===== config.mk =====
export PLATFORM = sky130hd
export DESIGN_NAME = msg_player
export DESIGN_NICKNAME = d
export VERILOG_FILES = /design/src/rtl/msg_player.sv
export SDC_FILE = /design/constraint.sdc
export NUM_CORES = 1
export LEC_CHECK = 0
export ABC_AREA = 1
export BUFFER_PORTS_ARGS = -buffer_cell sky130_fd_sc_hd__buf_4
export CAP_MARGIN = 5
export CORE_ASPECT_RATIO = 0.5
export CORE_MARGIN = 2
export CORE_UTILIZATION = 45
export DETAILED_ROUTE_END_ITERATION = 6
export GPL_ROUTABILITY_DRIVEN = 0
export GPL_TIMING_DRIVEN = 0
export PLACE_DENSITY = 0.68
export SLEW_MARGIN = 20
export SYNTH_ARGS = -nofsm -noshare
export SYNTH_HDL_FRONTEND = slang
export SYNTH_SLANG_ARGS = --single-unit

===== constraint.sdc =====
create_clock -name clk -period 11.2 [get_ports clk]
set_input_delay 1.12 -clock clk [delete_from_list [all_inputs] [get_ports clk]]
set_output_delay 1.12 -clock clk [all_outputs]
set_load 0.005 [all_outputs]

===== src/rtl/msg_player.sv =====
// rtl/msg_player.sv - buffered stimulus message player with valid/ready output
//
// Holds DEPTH messages of MSG_W bits in a runtime-writable buffer and plays the
// first len of them downstream, one message per trigger. A trigger is either a
// rising edge on next_msg (step mode) or an elapsed interval of period cycles
// (run mode). At the end of the list the player wraps (loop_en) or parks in DONE.
//
// Optional feature macro: MSG_PLAYER_DEBOUNCE_EN
//   defined   : next_msg is synchronised (2 flops) and debounced over
//               DEBOUNCE_CYCLES stable cycles before edge detection.
//   undefined : next_msg is taken as a synchronous level.
//
// Ports:
//   clk        in   clock, rising edge
//   rst        in   synchronous active-high reset
//   wr_en      in   load-port write strobe (any state)
//   wr_addr    in   load-port entry index
//   wr_data    in   load-port data
//   len        in   entries to play, 1..DEPTH (larger clamps, 0 ignored); latched on start
//   mode       in   0 = step, 1 = run; latched on start
//   loop_en    in   wrap to entry 0 after the last entry; latched on start
//   period     in   run-mode interval in cycles; latched on start
//   start      in   begin/restart play from IDLE or DONE
//   abort      in   return to IDLE, withdraw msg_valid
//   next_msg   in   step trigger level (button)
//   msg_out    out  presented message, captured at trigger
//   msg_valid  out  msg_out is valid
//   msg_ready  in   downstream accepts msg_out
//   idx        out  buffer index of the entry currently or last presented
//   busy       out  high in ARM or SEND
//   done       out  high in DONE

module msg_player #(
   parameter int MSG_W           = 168,
   parameter int DEPTH           = 8,
   parameter int PERIOD_W        = 16,
   parameter int DEBOUNCE_CYCLES = 16
) (
   input  logic                     clk,
   input  logic                     rst,
   input  logic                     wr_en,
   input  logic [$clog2(DEPTH)-1:0] wr_addr,
   input  logic [MSG_W-1:0]         wr_data,
   input  logic [$clog2(DEPTH):0]   len,
   input  logic                     mode,
   input  logic                     loop_en,
   input  logic [PERIOD_W-1:0]      period,
   input  logic                     start,
   input  logic                     abort,
   input  logic                     next_msg,
   output logic [MSG_W-1:0]         msg_out,
   output logic                     msg_valid,
   input  logic                     msg_ready,
   output logic [$clog2(DEPTH)-1:0] idx,
   output logic                     busy,
   output logic                     done
);

   localparam int AW = $clog2(DEPTH);

   localparam logic [AW:0]         LEN_MAX = (AW+1)'(DEPTH);
   localparam logic [AW:0]         LEN_ONE = (AW+1)'(1);
   localparam logic [AW-1:0]       PTR_ONE = AW'(1);
   localparam logic [PERIOD_W-1:0] CNT_ONE = PERIOD_W'(1);

   // Elaboration-time marker for configurations the player cannot honour.
   if (DEPTH < 2 || DEBOUNCE_CYCLES < 1) begin : g_invalid_parameters
   end

   typedef enum logic [1:0] {
      S_IDLE = 2'd0,
      S_ARM  = 2'd1,
      S_SEND = 2'd2,
      S_DONE = 2'd3
   } state_t;

   // ------------------------------------------------------------------
   // Message buffer (deliberately not reset; contents survive rst)
   // ------------------------------------------------------------------
   logic [MSG_W-1:0] r_buf [DEPTH];

   always_ff @(posedge clk) begin
      if (wr_en) begin
         r_buf[wr_addr] <= wr_data;
      end
   end

   // ------------------------------------------------------------------
   // next_msg conditioning: r_next_lvl is the level seen by the edge
   // detector. Both variants register it once, so a rise sampled at
   // edge k triggers at edge k+1 in the plain build.
   // ------------------------------------------------------------------
   logic r_next_lvl;
   logic r_next_dly;
   logic w_rise;

`ifdef MSG_PLAYER_DEBOUNCE_EN
   localparam int DB_W = $clog2(DEBOUNCE_CYCLES + 1);
   localparam logic [DB_W-1:0] DB_LIMIT = DB_W'(DEBOUNCE_CYCLES);
   localparam logic [DB_W-1:0] DB_ONE   = DB_W'(1);

   logic            r_sync1;
   logic            r_sync2;
   logic [DB_W-1:0] r_db_cnt;

   // The counter runs while the synchronised input disagrees with the
   // conditioned level and restarts on any bounce back; the level only
   // follows once the disagreement has lasted the full count.
   always_ff @(posedge clk) begin
      if (rst) begin
         r_sync1    <= 1'b0;
         r_sync2    <= 1'b0;
         r_db_cnt   <= '0;
         r_next_lvl <= 1'b0;
      end else begin
         r_sync1 <= next_msg;
         r_sync2 <= r_sync1;
         if (r_sync2 == r_next_lvl) begin
            r_db_cnt <= '0;
         end else if (r_db_cnt == DB_LIMIT) begin
            r_next_lvl <= r_sync2;
            r_db_cnt   <= '0;
         end else begin
            r_db_cnt <= r_db_cnt + DB_ONE;
         end
      end
   end
`else
   always_ff @(posedge clk) begin
      if (rst) begin
         r_next_lvl <= 1'b0;
      end else begin
         r_next_lvl <= next_msg;
      end
   end
`endif

   always_ff @(posedge clk) begin
      if (rst) begin
         r_next_dly <= 1'b0;
      end else begin
         r_next_dly <= r_next_lvl;
      end
   end

   // Only consumed in ARM; rises elsewhere are simply lost.
   assign w_rise = r_next_lvl & ~r_next_dly;

   // ------------------------------------------------------------------
   // Play control
   // ------------------------------------------------------------------
   state_t               r_state;
   logic [AW-1:0]        r_ptr;
   logic [AW:0]          r_last;      // latched len-1 after clamping
   logic                 r_mode;
   logic                 r_loop;
   logic [PERIOD_W-1:0]  r_period;
   logic [PERIOD_W-1:0]  r_cnt;
   logic [MSG_W-1:0]     r_msg_out;
   logic                 r_msg_valid;
   logic [AW-1:0]        r_idx;
   logic                 r_busy;
   logic                 r_done;

   logic [AW:0]          w_len_clamp;
   logic [AW:0]          w_len_m1;
   logic                 w_start_ok;
   logic                 w_trigger;
   logic                 w_last;

   assign w_len_clamp = (len > LEN_MAX) ? LEN_MAX : len;
   assign w_len_m1    = w_len_clamp - LEN_ONE;
   assign w_start_ok  = start && (len != '0);
   assign w_trigger   = r_mode ? (r_cnt == r_period) : w_rise;
   assign w_last      = ({1'b0, r_ptr} == r_last);

   always_ff @(posedge clk) begin
      if (rst) begin
         r_state     <= S_IDLE;
         r_ptr       <= '0;
         r_last      <= '0;
         r_mode      <= 1'b0;
         r_loop      <= 1'b0;
         r_period    <= '0;
         r_cnt       <= '0;
         r_msg_out   <= '0;
         r_msg_valid <= 1'b0;
         r_idx       <= '0;
         r_busy      <= 1'b0;
         r_done      <= 1'b0;
      end else if (abort) begin
         // msg_out and idx keep the last presented entry for observation.
         r_state     <= S_IDLE;
         r_ptr       <= '0;
         r_cnt       <= '0;
         r_msg_valid <= 1'b0;
         r_busy      <= 1'b0;
         r_done      <= 1'b0;
      end else begin
         case (r_state)
            S_IDLE, S_DONE: begin
               if (w_start_ok) begin
                  r_last   <= w_len_m1;
                  r_mode   <= mode;
                  r_loop   <= loop_en;
                  r_period <= period;
                  r_ptr    <= '0;
                  r_cnt    <= '0;
                  r_state  <= S_ARM;
                  r_busy   <= 1'b1;
                  r_done   <= 1'b0;
               end
            end

            S_ARM: begin
               if (w_trigger) begin
                  // Snapshot: later writes to this entry do not disturb msg_out.
                  r_msg_out   <= r_buf[r_ptr];
                  r_idx       <= r_ptr;
                  r_msg_valid <= 1'b1;
                  r_state     <= S_SEND;
               end else begin
                  r_cnt <= r_cnt + CNT_ONE;
               end
            end

            S_SEND: begin
               if (msg_ready) begin
                  r_msg_valid <= 1'b0;
                  r_cnt       <= '0;
                  if (w_last) begin
                     if (r_loop) begin
                        r_ptr   <= '0;
                        r_state <= S_ARM;
                     end else begin
                        r_state <= S_DONE;
                        r_busy  <= 1'b0;
                        r_done  <= 1'b1;
                     end
                  end else begin
                     r_ptr   <= r_ptr + PTR_ONE;
                     r_state <= S_ARM;
                  end
               end
            end

            default: begin
               r_state     <= S_IDLE;
               r_msg_valid <= 1'b0;
               r_busy      <= 1'b0;
               r_done      <= 1'b0;
            end
         endcase
      end
   end

   assign msg_out   = r_msg_out;
   assign msg_valid = r_msg_valid;
   assign idx       = r_idx;
   assign busy      = r_busy;
   assign done      = r_done;

endmodule

== After elaboration in Yosys (flattened, before gate mapping) ==
Memories as Yosys holds them, arrays and structs flattened. A register that Yosys moved wholly into a read port is not among the register bits.
Cells that the tools add are included.
Widths: inputs -> output; s select.

* Add/sub/neg operators: 3
* Magnitude comparators: 1
* Eq/ne operators: 12
* Muxes and demuxes: 32
* Bitwise gates (word level): 3
* Reductions and logical operators: 14

{| class="wikitable"
|+ Operators with widths
! kind !! number
|-
| $mux 16 || 3
|-
| $pmux 16 s3 || 1
|-
| $add 16x1->16 const B || 1
|-
| $eq 16x16->1 || 1
|-
| $reduce_and 3->1 || 5
|-
| $mux 1 || 13
|-
| $mux 3 || 4
|-
| $ne 2x2->1 const B || 6
|-
| $mux 2 || 5
|-
| $pmux 1 s2 || 3
|-
| $pmux 2 s3 || 1
|-
| $pmux 3 s2 || 1
|-
| $reduce_and 5->1 || 1
|-
| $eq 2x2->1 const B || 2
|-
| $eq 3x4->1 || 1
|-
| $gt 4x4->1 const B || 1
|-
| $mux 4 || 1
|-
| $reduce_and 4->1 || 1
|-
| $reduce_bool 2->1 || 2
|-
| $reduce_bool 4->1 || 1
|-
| $reduce_or 2->1 || 2
|-
| $sub 4x1->4 const B || 1
|-
| $add 3x1->3 const B || 1
|-
| $ne 3x3->1 const B || 1
|-
| other kinds (5) || 6
|}

* Register bits after elaboration: 51
* RAM bits: 1344
* Bits of input ports: 200
* Output and inout bits: 174
* Word-level logic and storage cells: 79
* Memories kept: 1

{| class="wikitable"
|+ Memory list
! name !! words !! width !! rd ports !! clocked after Yosys merged registers in !! write ports !! line !! source
|-
| r_buf || 8 || 168 || 1 || 1 || 1 || 80 || <nowiki>logic [MSG_W-1:0] r_buf [DEPTH];</nowiki>
|}

== Longest topological paths before layout ==
* Word-level depth: 5
* Gate-level depth with buffers: 14
* Depth with buffers taken out: 12

== Least setup slack after synthesis ==
Ideal clock, no wire load.

* Path type: input -> register
* Start: input wr_addr[2]
* End: memory r_buf[0][0] (enable)
* Setup time: 0.700 ns
* Arrival time: 8.245 ns
* Required time: 10.500 ns
* Setup slack: 2.255 ns
* Stages: 3
* Path buffers: 0
* Cell sequence: inv_1 -> nand2_1 -> nor2_1

{| class="wikitable"
|+ RTL lines
! element !! line !! source
|-
| start: declaration || 42 || <nowiki>input logic [$clog2(DEPTH)-1:0] wr_addr,</nowiki>
|-
| end: declaration || 80 ||
|}

No word-level cell before the write port.

==> reports/results.tsv <==
metric	value	unit
Max VDD drop	0.1607	mV
min Tclk post-route	3385	ps
status	completed	
Tot GR Track Use	0.2543	
Top FF cell, synth	edfxtp_1	
die area	139300	um^2
achievable frequency	295.5	MHz
Nets	6130	
Synth top area share	0.6585	
post-CTS sizing	0	
# placed instances	7574	
clock skew	19.83	ps
die height	265.0	um
Die X-Extent	525.9	um
Num CTS Buffers	141	
# hold bufs at CTS	0	
CTS Buffer Depth	3	
Yosys reg bits	1563	
Via density	5.649	
Area contributors post-synth	edfxtp_1 66%, nand2_1 11%, nand3_1 8.5%	
asr flop ratio synth	0	
clock root cell	clkbuf_16	
yosys warns	0	
Hold Path Class	flip-flop to flip-flop	
Max Cap Violations	0	
Post-Synthesis Cell Area	61290	um^2
worst-margin pin slew	1235	ps
vias in the first global route	42062	
Slew HR	0.1765	
Initial Utilization	0.4551	
post-route insts no fill	7855	
DRT Pass-1 Iters	6	
RSZ-0062 raised after global routing	no	
Setup-failing EPs final	0	
CTS Sinks	1563	
Rows	95	
Worst EP arrival	4020	ps
1st-iter DRT viols	5668	
first-pass GRT wire length	264.8	mm
via count	44374	
LEAKAGE	0.02606	uW
Setup Crit Path Kind	flip-flop to flip-flop	
Clock transition at path regs	70	ps
dominant cell type by area after synthesis	edfxtp_1	
syn_nets	5541	
DP HPWL	121.8	mm
peak fanout along the critical path	11	
initial antenna violation count	35	
Clock Latency Late Sink	780	ps
Mapped Avg Cell Area	11.49	um^2
Fill cells	10972	
largest net degree at the start of global routing	24	
TritonCTS clock tree	done	
WHS	446.3	ps
I/O pin count	374	
share of layout cells above drive strength 1	0.1287	
Residual DRC	0	
number of flops mapped to enable cells by yosys	1344	
Final Hold Vio Count	0	
unique cell type count in the Yosys netlist	27	
port bufs	373	
Core ar.	134700	um^2
max-slew violation count	0	
register area share after synthesis	0.7301	
grt total ovfl	0	
Mapped Cells	5335	
fin crit share	0.3022	
P per Cell Area	163.6	nW/um^2
total wire length	181.7	mm
CP startpoint kind	flip-flop	
H-Tree Depth	4	
Critical Path RT	11830	ps
postcts setup bufs	0	
routed length per placed instance	23.13	um
Routed Antenna Nets	0	
Layout area overhead	18.47	%
kind of end point of the critical path	flip-flop	
-- Yosys cell counts (9+ instances only) --
master and count:
a21oi_1 220, buf_1 37, buf_2 91, buf_6 9, clkbuf_1 230, dfxtp_1 219, edfxtp_1 1344, inv_1 51
nand2_1 1796, nand3_1 1037, nand4_1 176, nor2_1 54, nor3_1 10, o21ai_0 25
-- routing by layer --
layer  track usage  routed length (um)  vias up
met1        0.3331               70130    21636
met3       0.04299               16540      352
met2        0.4160               87960     2319
met5             0                  92        -
li1              -                   -    20051
met4        0.1175                6927       16
-- power breakdown --
| part | leakage [uW] | total, uW | internal [uW] | switching [uW] |
|---|---|---|---|---|
| clock network | 0.00220 | 4850 | 2710 | 2140 |
| logic | 0.00988 | 485 | 157 | 328 |
| registers | 0.0140 | 6540 | 6490 | 45.8 |
| total | 0.0261 | 11900 | 9360 | 2520 |
-- per-stage QoR --
| step | power [uW] | cell area, um^2 | TNS (ps) | utilization | worst slack [ps] |
|---|---|---|---|---|---|
| final | 11880 | 72610 | 0 | 0.5391 | 7815 |
| after detailed placement | 7142 | 68000 | 0 | 0.5049 | 7578 |
| after global routing | 12170 | 72600 | 0 | 0.5391 | 7893 |
| after global placement | 7138 | 66330 | -6188310 | 0.4925 | -4758 |
| after floorplan | 6894 | 61290 | 0 | - | 2255 |
| after CTS | 11890 | 72530 | 0 | 0.5386 | 7954 |
-- cell usage in the layout, fill, tap and decap left out, types with 4 or more instances in the layout --
master	netlist	routed
buf_1	37	36
nor2_4	0	8
edfxtp_1	1344	1344
clkbuf_16	0	147
diode_2	0	25
clkbuf_8	0	7
inv_6	0	6
nand2_1	1796	1796
xor2_1	8	8
buf_4	1	374
clkbuf_1	230	251
buf_16	0	21
clkbuf_2	0	12
clkinvlp_4	0	4
buf_6	9	10
clkinv_1	1	28
bufinv_16	0	11
buf_2	91	92
nand4_1	176	176
clkinv_2	0	16
inv_1	51	51
buf_12	0	50
a21oi_1	220	220
o21ai_0	25	25
nor2_1	54	46
nand3_1	1037	1037
dfxtp_1	219	219
nor3_1	10	10
inv_2	8	8
ha_1	6	6
-- state kept, by name (all words and copies together), names as in the netlist, 2 cells and up --
name      flops
msg_out     168
r_period     16
idx           3
r_ptr         3
r_buf      1344
r_last        4
r_state       2
r_cnt        16
-- worst max-delay path, stage by stage, from the launching register on --
cell and delay, ps:
dfxtp_1 330, buf_2 200, inv_1 100, clkbuf_2 550, clkbuf_1 890, buf_2 450
nand3_1 150, nand3_1 120, nand2_1 190, nand4_1 150, a21oi_1 80
-- worst paths after layout --
check / from / depth (start not counted) / slack, ps / endpoint
max: r_ptr[1] / 10 / 7820 / msg_out[12]
min: r_next_lvl / 2 / 450 / r_next_dly
max reg2reg: r_ptr[1] / 10 / 7820 / msg_out[12]
min reg2reg: r_next_lvl / 2 / 450 / r_next_dly
-- cell type report --
type | count | area [um^2] | share of cell area
Sequential cell | 1563 | 44740 | 0.6162
Timing Repair Buffer | 446 | 4405 | 0.06068
Buffer | 369 | 1598 | 0.02201
Clock buffer | 187 | 3899 | 0.05370
Antenna cell | 25 | 62.56 | 0.0008616
Inverter | 60 | 225.2 | 0.003102
Clock inverter | 68 | 633.1 | 0.008720
Tap cell | 1794 | 2245 | 0.03092
Multi-Input combinational cell | 3343 | 14800 | 0.2038
-- cell families (layout without fill, tap and decap cells) --
logic type | count (synthesis) | in the layout | synth area share
other | 0 | 25 | 0
AO/OA/AOI/OAI | 245 | 245 | 0.02001
adder cells (fa/ha/maj) | 6 | 6 | 0.001225
XOR/XNOR | 9 | 9 | 0.001286
buffers and inverters | 429 | 1130 | 0.02948
AND/OR/NAND/NOR | 3083 | 3083 | 0.2179
flip-flops | 1563 | 1563 | 0.7301
(Power assumes the default switching activity.)
